--- config.mk ---
export PLATFORM = sky130hd
export DESIGN_NAME = uart_cmd_decoder_flat
export DESIGN_NICKNAME = d
export VERILOG_FILES = /design/src/rtl/uart_cmd_decoder_if.sv /design/src/rtl/uart_cmd_decoder.sv /design/src/flat_wrapper.sv
export SDC_FILE = /design/constraint.sdc
export NUM_CORES = 1
export LEC_CHECK = 0
export ABC_CLOCK_PERIOD_IN_PS = 1650
export CORE_AREA = 10 10 86 88
export DETAILED_ROUTE_END_ITERATION = 12
export DIE_AREA = 0 0 96 98
export PLACE_DENSITY = 0.65
export SLEW_MARGIN = 40
export SYNTH_ARGS = -nofsm -noshare
export SYNTH_HDL_FRONTEND = slang
export SYNTH_SLANG_ARGS = --single-unit
export TNS_END_PERCENT = 20
--- constraint.sdc ---
create_clock -name clk -period 1.65 [get_ports clk]
set_input_delay 0.33 -clock clk [delete_from_list [all_inputs] [get_ports clk]]
set_output_delay 0.33 -clock clk [all_outputs]
set_load 0.005 [all_outputs]
--- src/rtl/uart_cmd_decoder_if.sv ---
// Byte-stream input and ALU command/error output bundle for uart_cmd_decoder.
// The decoder uses the master modport and its environment uses the slave modport.
interface uart_cmd_decoder_if;
    logic [7:0] rx_data;
    logic       rx_valid;
    logic       cmd_ready;
    logic       cmd_valid;
    logic [3:0] alu_op;
    logic [7:0] alu_a;
    logic [7:0] alu_b;
    logic       err_opcode;
    logic       err_timeout;
    logic       err_overrun;
    logic       err_chk;

    modport master (
        input  rx_data, rx_valid, cmd_ready,
        output cmd_valid, alu_op, alu_a, alu_b,
        output err_opcode, err_timeout, err_overrun, err_chk
    );

    modport slave (
        output rx_data, rx_valid, cmd_ready,
        input  cmd_valid, alu_op, alu_a, alu_b,
        input  err_opcode, err_timeout, err_overrun, err_chk
    );
endinterface

--- src/rtl/uart_cmd_decoder.sv ---
// Assembles HEADER/opcode/A/B[/checksum] byte frames into held ALU commands with error pulses.
// Define UART_CMD_CHECKSUM_EN to require a trailing checksum byte (HEADER^op^A^B).
module uart_cmd_decoder #(
    parameter logic [7:0]  HEADER       = 8'hA5,
    parameter logic [3:0]  MAX_OP       = 4'd9,
    parameter int unsigned TIMEOUT_CLKS = 50000
) (
    input logic               clk,
    input logic               rst,
    uart_cmd_decoder_if.master bus
);
    localparam int unsigned CntW = (TIMEOUT_CLKS > 1) ? $clog2(TIMEOUT_CLKS) : 1;
    localparam logic [CntW-1:0] CntLast = CntW'(TIMEOUT_CLKS - 1);

    typedef enum logic [2:0] {StIdle, StOpcode, StOpA, StOpB, StChk, StHold} state_e;

    state_e          state_q;
    logic [CntW-1:0] cnt_q;
    logic [3:0]      op_q;
    logic [7:0]      a_q;
    logic            cmd_valid_q;
    logic [3:0]      alu_op_q;
    logic [7:0]      alu_a_q;
    logic [7:0]      alu_b_q;
    logic            err_opcode_q;
    logic            err_timeout_q;
    logic            err_overrun_q;

    logic in_frame;
    logic bad_op;

    assign in_frame = (state_q == StOpcode) || (state_q == StOpA) ||
                      (state_q == StOpB) || (state_q == StChk);
    assign bad_op   = (bus.rx_data[7:4] != 4'h0) || (bus.rx_data[3:0] > MAX_OP);

`ifdef UART_CMD_CHECKSUM_EN
    logic [7:0] b_q;
    logic       err_chk_q;
    logic [7:0] chk_exp;

    assign chk_exp = HEADER ^ {4'h0, op_q} ^ a_q ^ b_q;
`endif

    always_ff @(posedge clk) begin
        if (rst) begin
            state_q       <= StIdle;
            cnt_q         <= '0;
            op_q          <= '0;
            a_q           <= '0;
            cmd_valid_q   <= 1'b0;
            alu_op_q      <= '0;
            alu_a_q       <= '0;
            alu_b_q       <= '0;
            err_opcode_q  <= 1'b0;
            err_timeout_q <= 1'b0;
            err_overrun_q <= 1'b0;
`ifdef UART_CMD_CHECKSUM_EN
            b_q           <= '0;
            err_chk_q     <= 1'b0;
`endif
        end else begin
            err_opcode_q  <= 1'b0;
            err_timeout_q <= 1'b0;
            err_overrun_q <= 1'b0;
`ifdef UART_CMD_CHECKSUM_EN
            err_chk_q     <= 1'b0;
`endif
            unique case (state_q)
                StIdle: begin
                    if (bus.rx_valid && (bus.rx_data == HEADER)) state_q <= StOpcode;
                end
                StOpcode: begin
                    if (bus.rx_valid) begin
                        if (bad_op) begin
                            err_opcode_q <= 1'b1;
                            state_q      <= StIdle;
                        end else begin
                            op_q    <= bus.rx_data[3:0];
                            state_q <= StOpA;
                        end
                    end
                end
                StOpA: begin
                    if (bus.rx_valid) begin
                        a_q     <= bus.rx_data;
                        state_q <= StOpB;
                    end
                end
                StOpB: begin
                    if (bus.rx_valid) begin
`ifdef UART_CMD_CHECKSUM_EN
                        b_q     <= bus.rx_data;
                        state_q <= StChk;
`else
                        alu_op_q    <= op_q;
                        alu_a_q     <= a_q;
                        alu_b_q     <= bus.rx_data;
                        cmd_valid_q <= 1'b1;
                        state_q     <= StHold;
`endif
                    end
                end
                StChk: begin
`ifdef UART_CMD_CHECKSUM_EN
                    if (bus.rx_valid) begin
                        if (bus.rx_data == chk_exp) begin
                            alu_op_q    <= op_q;
                            alu_a_q     <= a_q;
                            alu_b_q     <= b_q;
                            cmd_valid_q <= 1'b1;
                            state_q     <= StHold;
                        end else begin
                            err_chk_q <= 1'b1;
                            state_q   <= StIdle;
                        end
                    end
`else
                    state_q <= StIdle;
`endif
                end
                StHold: begin
                    // Bytes arriving while a command is held are lost, even on the accept cycle.
                    if (bus.rx_valid) err_overrun_q <= 1'b1;
                    if (cmd_valid_q && bus.cmd_ready) begin
                        cmd_valid_q <= 1'b0;
                        state_q     <= StIdle;
                    end
                end
                default: state_q <= StIdle;
            endcase

            // Inter-byte watchdog; a strobe always wins over an expiring count.
            if (in_frame) begin
                if (bus.rx_valid) begin
                    cnt_q <= '0;
                end else if (cnt_q == CntLast) begin
                    err_timeout_q <= 1'b1;
                    state_q       <= StIdle;
                    cnt_q         <= '0;
                end else begin
                    cnt_q <= cnt_q + 1'b1;
                end
            end else begin
                cnt_q <= '0;
            end
        end
    end

    assign bus.cmd_valid   = cmd_valid_q;
    assign bus.alu_op      = alu_op_q;
    assign bus.alu_a       = alu_a_q;
    assign bus.alu_b       = alu_b_q;
    assign bus.err_opcode  = err_opcode_q;
    assign bus.err_timeout = err_timeout_q;
    assign bus.err_overrun = err_overrun_q;
`ifdef UART_CMD_CHECKSUM_EN
    assign bus.err_chk     = err_chk_q;
`else
    assign bus.err_chk     = 1'b0;
`endif
endmodule

--- src/flat_wrapper.sv ---
// flat-port wrapper written by rule: the top's interface ports become plain ports
module uart_cmd_decoder_flat 
#(
    parameter logic [7:0]  HEADER       = 8'hA5,
    parameter logic [3:0]  MAX_OP       = 4'd9,
    parameter int unsigned TIMEOUT_CLKS = 50000
)
  (clk, rst, bus_rx_data, bus_rx_valid, bus_cmd_ready, bus_cmd_valid, bus_alu_op, bus_alu_a, bus_alu_b, bus_err_opcode, bus_err_timeout, bus_err_overrun, bus_err_chk);
  uart_cmd_decoder_if bus_i ();
  input logic clk;
  input logic rst;
  input wire logic [$bits(bus_i.rx_data)-1:0] bus_rx_data;
  input wire logic [$bits(bus_i.rx_valid)-1:0] bus_rx_valid;
  input wire logic [$bits(bus_i.cmd_ready)-1:0] bus_cmd_ready;
  output wire logic [$bits(bus_i.cmd_valid)-1:0] bus_cmd_valid;
  output wire logic [$bits(bus_i.alu_op)-1:0] bus_alu_op;
  output wire logic [$bits(bus_i.alu_a)-1:0] bus_alu_a;
  output wire logic [$bits(bus_i.alu_b)-1:0] bus_alu_b;
  output wire logic [$bits(bus_i.err_opcode)-1:0] bus_err_opcode;
  output wire logic [$bits(bus_i.err_timeout)-1:0] bus_err_timeout;
  output wire logic [$bits(bus_i.err_overrun)-1:0] bus_err_overrun;
  output wire logic [$bits(bus_i.err_chk)-1:0] bus_err_chk;
  assign bus_i.rx_data = bus_rx_data;
  assign bus_i.rx_valid = bus_rx_valid;
  assign bus_i.cmd_ready = bus_cmd_ready;
  assign bus_cmd_valid = bus_i.cmd_valid;
  assign bus_alu_op = bus_i.alu_op;
  assign bus_alu_a = bus_i.alu_a;
  assign bus_alu_b = bus_i.alu_b;
  assign bus_err_opcode = bus_i.err_opcode;
  assign bus_err_timeout = bus_i.err_timeout;
  assign bus_err_overrun = bus_i.err_overrun;
  assign bus_err_chk = bus_i.err_chk;
  uart_cmd_decoder #(.HEADER(HEADER), .MAX_OP(MAX_OP), .TIMEOUT_CLKS(TIMEOUT_CLKS)) u_core (.clk(clk), .rst(rst), .bus(bus_i));
endmodule
==> results.yml, run 1 <==
placed_design:
  port_buffers: 35
  place.gp.congestion: 0.7752
  placed_cell_area_mm2: 0.002758
  pre_cts_slack_ns: -0.2860
  dp_hpwl_um: 3763
  dp_cells: 372
cts:
  cts_tree: "built"
  insertion_delay_ns: 0.30
  cts_hold_buffers: 0
  clk_path_buf_depth: 2
  clockRootBuffer: "clkbuf_8"
  htree_num_levels: 2
  path_clk_slew_ns: 0.10
  cts_sinks: 55
  cts_made_buffers: 5
yosys:
  synth_ff_type: "dfxtp_1"
  synth_warnings: 0
  synth-xor-area-share: 0.05642
  synthCells: 249
  yosysSeqAreaShare: 0.5066
  synth.mux.area_fraction: 0.05987
  synth_top_family_by_area: "simple AND/OR/NAND/NOR gates"
  avgSynthCellArea_um2: 8.728
  ys_ff_latch: 55
  synthArstFlopShare: 0
  synth_nets: 262
  synth_area_mm2: 0.002173
  synthSimpleGateAreaFrac: 0.2556
  synth_adder_area_share: 0.005757
  synth_edf_count: 0
  synth-compound-area-share: 0.07311
  ys_types: 31
route:
  firstDrtPassIters: 4
  drc: 0
  via_count: 1845
  wl_met3_um: 285
  drt_wl_total_um: 4959
  postRouteAntennaNets: 0
  drt_iter0_markers: 74
  viasPerCell: 4.843
  post_drt_wl_per_cell_um: 13.02
  routed.top_layer: "met4"
  wl_met1_um: 2367
  wl_met2_um: 2250
min_path:
  hold_end: "u_core.cnt_q[0]"
  hold_depth: 1
  min_path_type: "reg -> reg"
  hp-start: "u_core.cnt_q[0]"
critical_path:
  cp_cell_sequence: "clkdlybuf4s50_1, or3b_1, or3b_1, buf_6, nor2_2"
  startpoint_type: "primary input"
  cp.required_ns: 1.88
  timing.rr.start: "u_core.cnt_q[0]"
  cpPeakStageDelay_ns: 0.42
  worstRegToRegCells: 6
  end_kind: "flip-flop"
  ff2ff_setup_slack_ns: 0.07
  cp.arrival_ns: 1.81
  cpMaxStageDelayCell: "clkdlybuf4s50_1"
  critPathKind: "in -> reg"
  r2r-end: "u_core.cnt_q[11]"
  path_max_fanout: 16
  path_common_cell: "or3b_1"
floorplanning:
  start_util: 0.3783
  die_area_mm2: 0.009408
  die_h_um: 98
  core_mm2: 0.005746
  std_cell_rows: 28
  io_pins: 37
  die_x_um: 96
final_layout:
  final_area_mm2: 0.002890
  finalNonFillerCells: 381
  synthToLayoutAreaGrowth_pct: 32.99
  multiInputGateArea_mm2: 0.001010
  num-fill-cells: 588
  register_area_mm2: 0.001104
  drive_gt1_frac: 0.1373
  fin_nets: 318
  num_antenna_cells: 0
sta:
  fmax_ghz: 0.6334
  fin_skew_ns: 0.008924
  setup_viol: 0
  fin_crit_sh: 0.9568
  hold_viol: 0
  slew_viol_final: 0
  layout_setup_ws_ns: 0.07125
  rsz0062_at_grt: "true"
  period_minus_slack_ns: 1.579
outcome:
  status: "finished clean"
global_routing:
  grt_pass1_wl_um: 8280
  grt_util_all_layers: 0.1072
  antenna_found_initial: 0
  first_global_vias: 1702
  grt.overflow.total: 0
  grt_max_degree: 25
run:
  cap_viol_max_count: 0
pwr:
  vdd_drop_max_uv: 289.4
  power_leakage_nw: 0.9642
  powerDensity_mw_per_mm2: 767.3
  finalPower_mw: 2.218
[placed cells by master, fill, tap and decap left out]
cell	count
a211oi_1	1
a21oi_1	24
a311oi_1	1
and3b_1	2
and4b_1	1
buf_4	27
buf_6	1
clkbuf_8	7
clkdlybuf4s50_1	35
clkinvlp_4	1
conb_1	1
dfxtp_1	53
dfxtp_2	2
ha_1	1
inv_1	4
mux2i_1	13
nand2_1	47
nand3_1	5
nand4_1	4
nand4b_1	3
nor2_1	34
nor2_2	1
nor3_1	6
nor3b_4	1
nor4_1	3
nor4_2	1
nor4b_1	1
nor4bb_1	3
nor4bb_2	1
o21a_1	1
o21ai_0	3
or2b_1	1
or3b_1	2
or4_1	1
xnor2_1	13
xor2_1	1
[layer usage]
layer,global-route usage,vias up
met4,0.03859,0
met2,0.1574,29
met1,0.1420,863
met3,0.03446,4
li1,-,949
met5,0,-
[worst max-delay path, delay by kind of cell]
family,cells,cell delay [ns]
buf+inv,2,0.59
simple gates,3,0.89
[cells by family after synthesis]
kind of cell	after synthesis
compound gates	30
xor+xnor	14
fa+ha+maj	1
buf+inv	18
flops	55
mux	13
other cells	1
simple gates	117
[per-stage QoR]
stage / util / hold WS (ns) / TNS (ns)
3_3_place_gp: 0.4800 / 0.4428 / -7.795
6_report: 0.5030 / 0.4354 / 0
5_1_grt: 0.5030 / 0.4537 / -0.04444
4_1_cts: 0.4993 / 0.4565 / 0
3_5_place_dp: 0.4800 / 0.4470 / -9.462
2_1_floorplan: - / 0.4294 / 0
[layout make-up]
cell class,count,share of cell area
sequential,55,0.3818
tap,75,0.03247
clock buffer,7,0.03333
inverter,4,0.005195
timing repair buffer,63,0.1952
clock inverter,1,0.002597
multi-input combinational,176,0.3494
[sequential cells by signal, summed over array words and instances, names as in the netlist]
| register | cells |
|---|---|
| u_core.bus.err_timeout | 1 |
| u_core.state_q | 3 |
| u_core.op_q | 4 |
| u_core.bus.alu_b | 8 |
| u_core.bus.err_opcode | 1 |
| u_core.bus.alu_op | 4 |
| u_core.bus.cmd_valid | 1 |
| u_core.bus.alu_a | 8 |
| u_core.bus.err_overrun | 1 |
| u_core.a_q | 8 |
| u_core.cnt_q | 16 |
[Yosys cell counts, types with 3 or more instances]
cell type | n | share of area
nor2_1 | 35 | 0.060
o21ai_0 | 3 | 0.0069
nor4bb_1 | 4 | 0.018
nand2_1 | 47 | 0.081
nand4_1 | 4 | 0.012
nor3_1 | 6 | 0.014
nand3_1 | 5 | 0.012
a21oi_1 | 24 | 0.055
mux2i_1 | 13 | 0.060
nor4_1 | 4 | 0.012
buf_4 | 3 | 0.010
nand4b_1 | 3 | 0.012
dfxtp_1 | 55 | 0.51
clkbuf_1 | 8 | 0.014
inv_1 | 4 | 0.0069
xnor2_1 | 13 | 0.052
[report_power, final]
part           total (mW)  switching, mW  internal, mW
Combinational      0.0903         0.0415        0.0488
Sequential           1.33      0.0000586          1.33
Clock               0.801          0.419         0.382
[how the worst max path moves through the flow]
stage | from | to | depth (start not counted)
final | bus_rx_valid | u_core.cnt_q[11] | 5
after global routing | u_core.cnt_q[0] | u_core.cnt_q[3] | 6
after CTS | u_core.state_q[1] | u_core.cnt_q[11] | 5
after detailed placement | bus_rx_valid | u_core.cnt_q[11] | 5
after global placement | bus_rx_valid | u_core.cnt_q[9] | 5
after floorplan | u_core.cnt_q[0] | u_core.cnt_q[13] | 7
[repair_timing]
action	4_1_cts	5_1_grt
resized for setup	0	6
buffers inserted	1	0
setup endpoints to repair	1	24
(Power assumes the default switching activity.)
==> run 2: changes to the inputs <==
==> constraint.sdc (replaced) <==
create_clock -name clk -period 1.65 [get_ports clk]
set_input_delay 0.165 -clock clk [delete_from_list [all_inputs] [get_ports clk]]
set_output_delay 0.165 -clock clk [all_outputs]
set_load 0.005 [all_outputs]
==> run 2 against run 1 <==
Against the previous run: combinational power is 5.0% lower; sequential share of layout area down 0.15 points; core utilization grew 0.20 points; wire length increased by 0.14%; highest routed layer unchanged.
==> results.yml, run 2 (synthesis gave the netlist of run 1 again) <==
placed_design:
  port_buffers: 35
  placed_cell_area_mm2: 0.002743
  place.gp.congestion: 0.7809
  dp_hpwl_um: 3644
  dp_cells: 370
critical_path:
  end_kind: "flip-flop"
  critPathKind: "reg -> reg"
  cp.arrival_ns: 1.81
  cp.required_ns: 1.90
  worstRegToRegCells: 5
  path_max_fanout: 16
  startpoint_type: "flip-flop"
final_layout:
  most-common-layout-cells: "53 x dfxtp_1, 47 x nand2_1, 35 x clkdlybuf4s50_1"
  synthToLayoutAreaGrowth_pct: 33.51
  drive_gt1_frac: 0.1475
  fin_nets: 317
  regMostFlops: "u_core.cnt_q"
  final_area_mm2: 0.002902
  finalNonFillerCells: 380
  num_antenna_cells: 0
  final_util: 0.5050
  final_common_cell: "dfxtp_1"
  largest_register_ffs: 16
route:
  drc: 0
  via_count: 1835
  viasPerCell: 4.829
  post_drt_wl_per_cell_um: 13.07
  drt_wl_total_um: 4966
  postRouteAntennaNets: 0
  drt_iter0_markers: 57
  firstDrtPassIters: 4
sta:
  fin_skew_ns: 0.006238
  setup_viol: 0
  fin_crit_sh: 0.9471
  fmax_ghz: 0.6399
  fin_hold_ws_ns: 0.4330
  hold_viol: 0
  slew_viol_final: 0
  period_minus_slack_ns: 1.563
cts:
  cts_sinks: 55
  path_clk_slew_ns: 0.09
  htree_num_levels: 2
  clk_path_buf_depth: 2
  cts_hold_buffers: 0
  cts_tree: "built"
  cts_made_buffers: 5
  clockRootBuffer: "clkbuf_8"
  insertion_delay_ns: 0.31
outcome:
  status: "finished clean"
floorplanning:
  core_mm2: 0.005746
  start_util: 0.3783
  die_h_um: 98
  die_x_um: 96
  die_area_mm2: 0.009408
  io_pins: 37
  std_cell_rows: 28
global_routing:
  grt.overflow.total: 0
  grt_pass1_wl_um: 8245
  grt_max_degree: 25
  grt_util_all_layers: 0.1077
  antenna_found_initial: 0
  first_global_vias: 1630
pwr:
  power_leakage_nw: 0.9665
  powerDensity_mw_per_mm2: 792.8
  vdd_drop_max_uv: 536.0
  finalPower_mw: 2.300
run:
  cap_viol_max_count: 0
min_path:
  min_path_type: "reg -> reg"
  hold_depth: 1
[run 2: layer usage]
layer / vias to the layer above / GRT usage / share of wire
met1: 850 / 0.1474 / 0.47
met2: 32 / 0.1517 / 0.45
met3: 6 / 0.02986 / 0.061
met5: - / 0 / 0
met4: 0 / 0.04767 / 0.019
li1: 947 / - / -
[run 2: layout make-up]
type,instances,area (µm²)
well taps,75,93.84
multi-input cells,176,1020
inverters,4,15.01
clock inverters,3,43.79
fillers,568,2844
clock buffers,5,68.82
flip-flops and latches,55,1104
repair buffers,62,556.8
[run 2: critical path, stage by stage, from the launching register on]
cell     delay, ns
dfxtp_2       0.35
o21ai_0       0.13
or3b_4        0.39
or3b_4        0.37
buf_6         0.16
nor2_1        0.10
[run 2: path summary, 6_finish.rpt]
| check | startpoint | to | slack (ns) |
|---|---|---|---|
| worst max-delay path | u_core.state_q[1] | u_core.cnt_q[10] | 0.09 |
| worst min-delay path | u_core.cnt_q[0] | u_core.cnt_q[0] | 0.43 |
| worst max register to register | u_core.state_q[1] | u_core.cnt_q[10] | 0.09 |
| worst min register to register | u_core.cnt_q[0] | u_core.cnt_q[0] | 0.43 |
[run 2: per-stage QoR]
| stage | setup WS (ns) | TNS [ns] |
|---|---|---|
| 4_1_cts | 0.05984 | 0 |
| 3_3_place_gp | -0.02530 | -0.3808 |
| 5_1_grt | -0.02805 | -0.3130 |
| 3_5_place_dp | -0.05172 | -0.7443 |
| 2_1_floorplan | 0.01602 | 0 |
| 6_report | 0.08728 | 0 |
[run 2: repair_timing]
item / 4_1_cts / 5_1_grt
setup endpoints to repair: 0 / 16
setup buffers: 0 / 2
resized for setup: 0 / 9
[run 2: where the power goes]
part           total (mW)  leakage (nW)  switching (mW)  internal, mW
combinational      0.0858         0.465          0.0405        0.0454
sequential           1.33         0.444       0.0000570          1.33
clock               0.888        0.0581           0.436         0.452
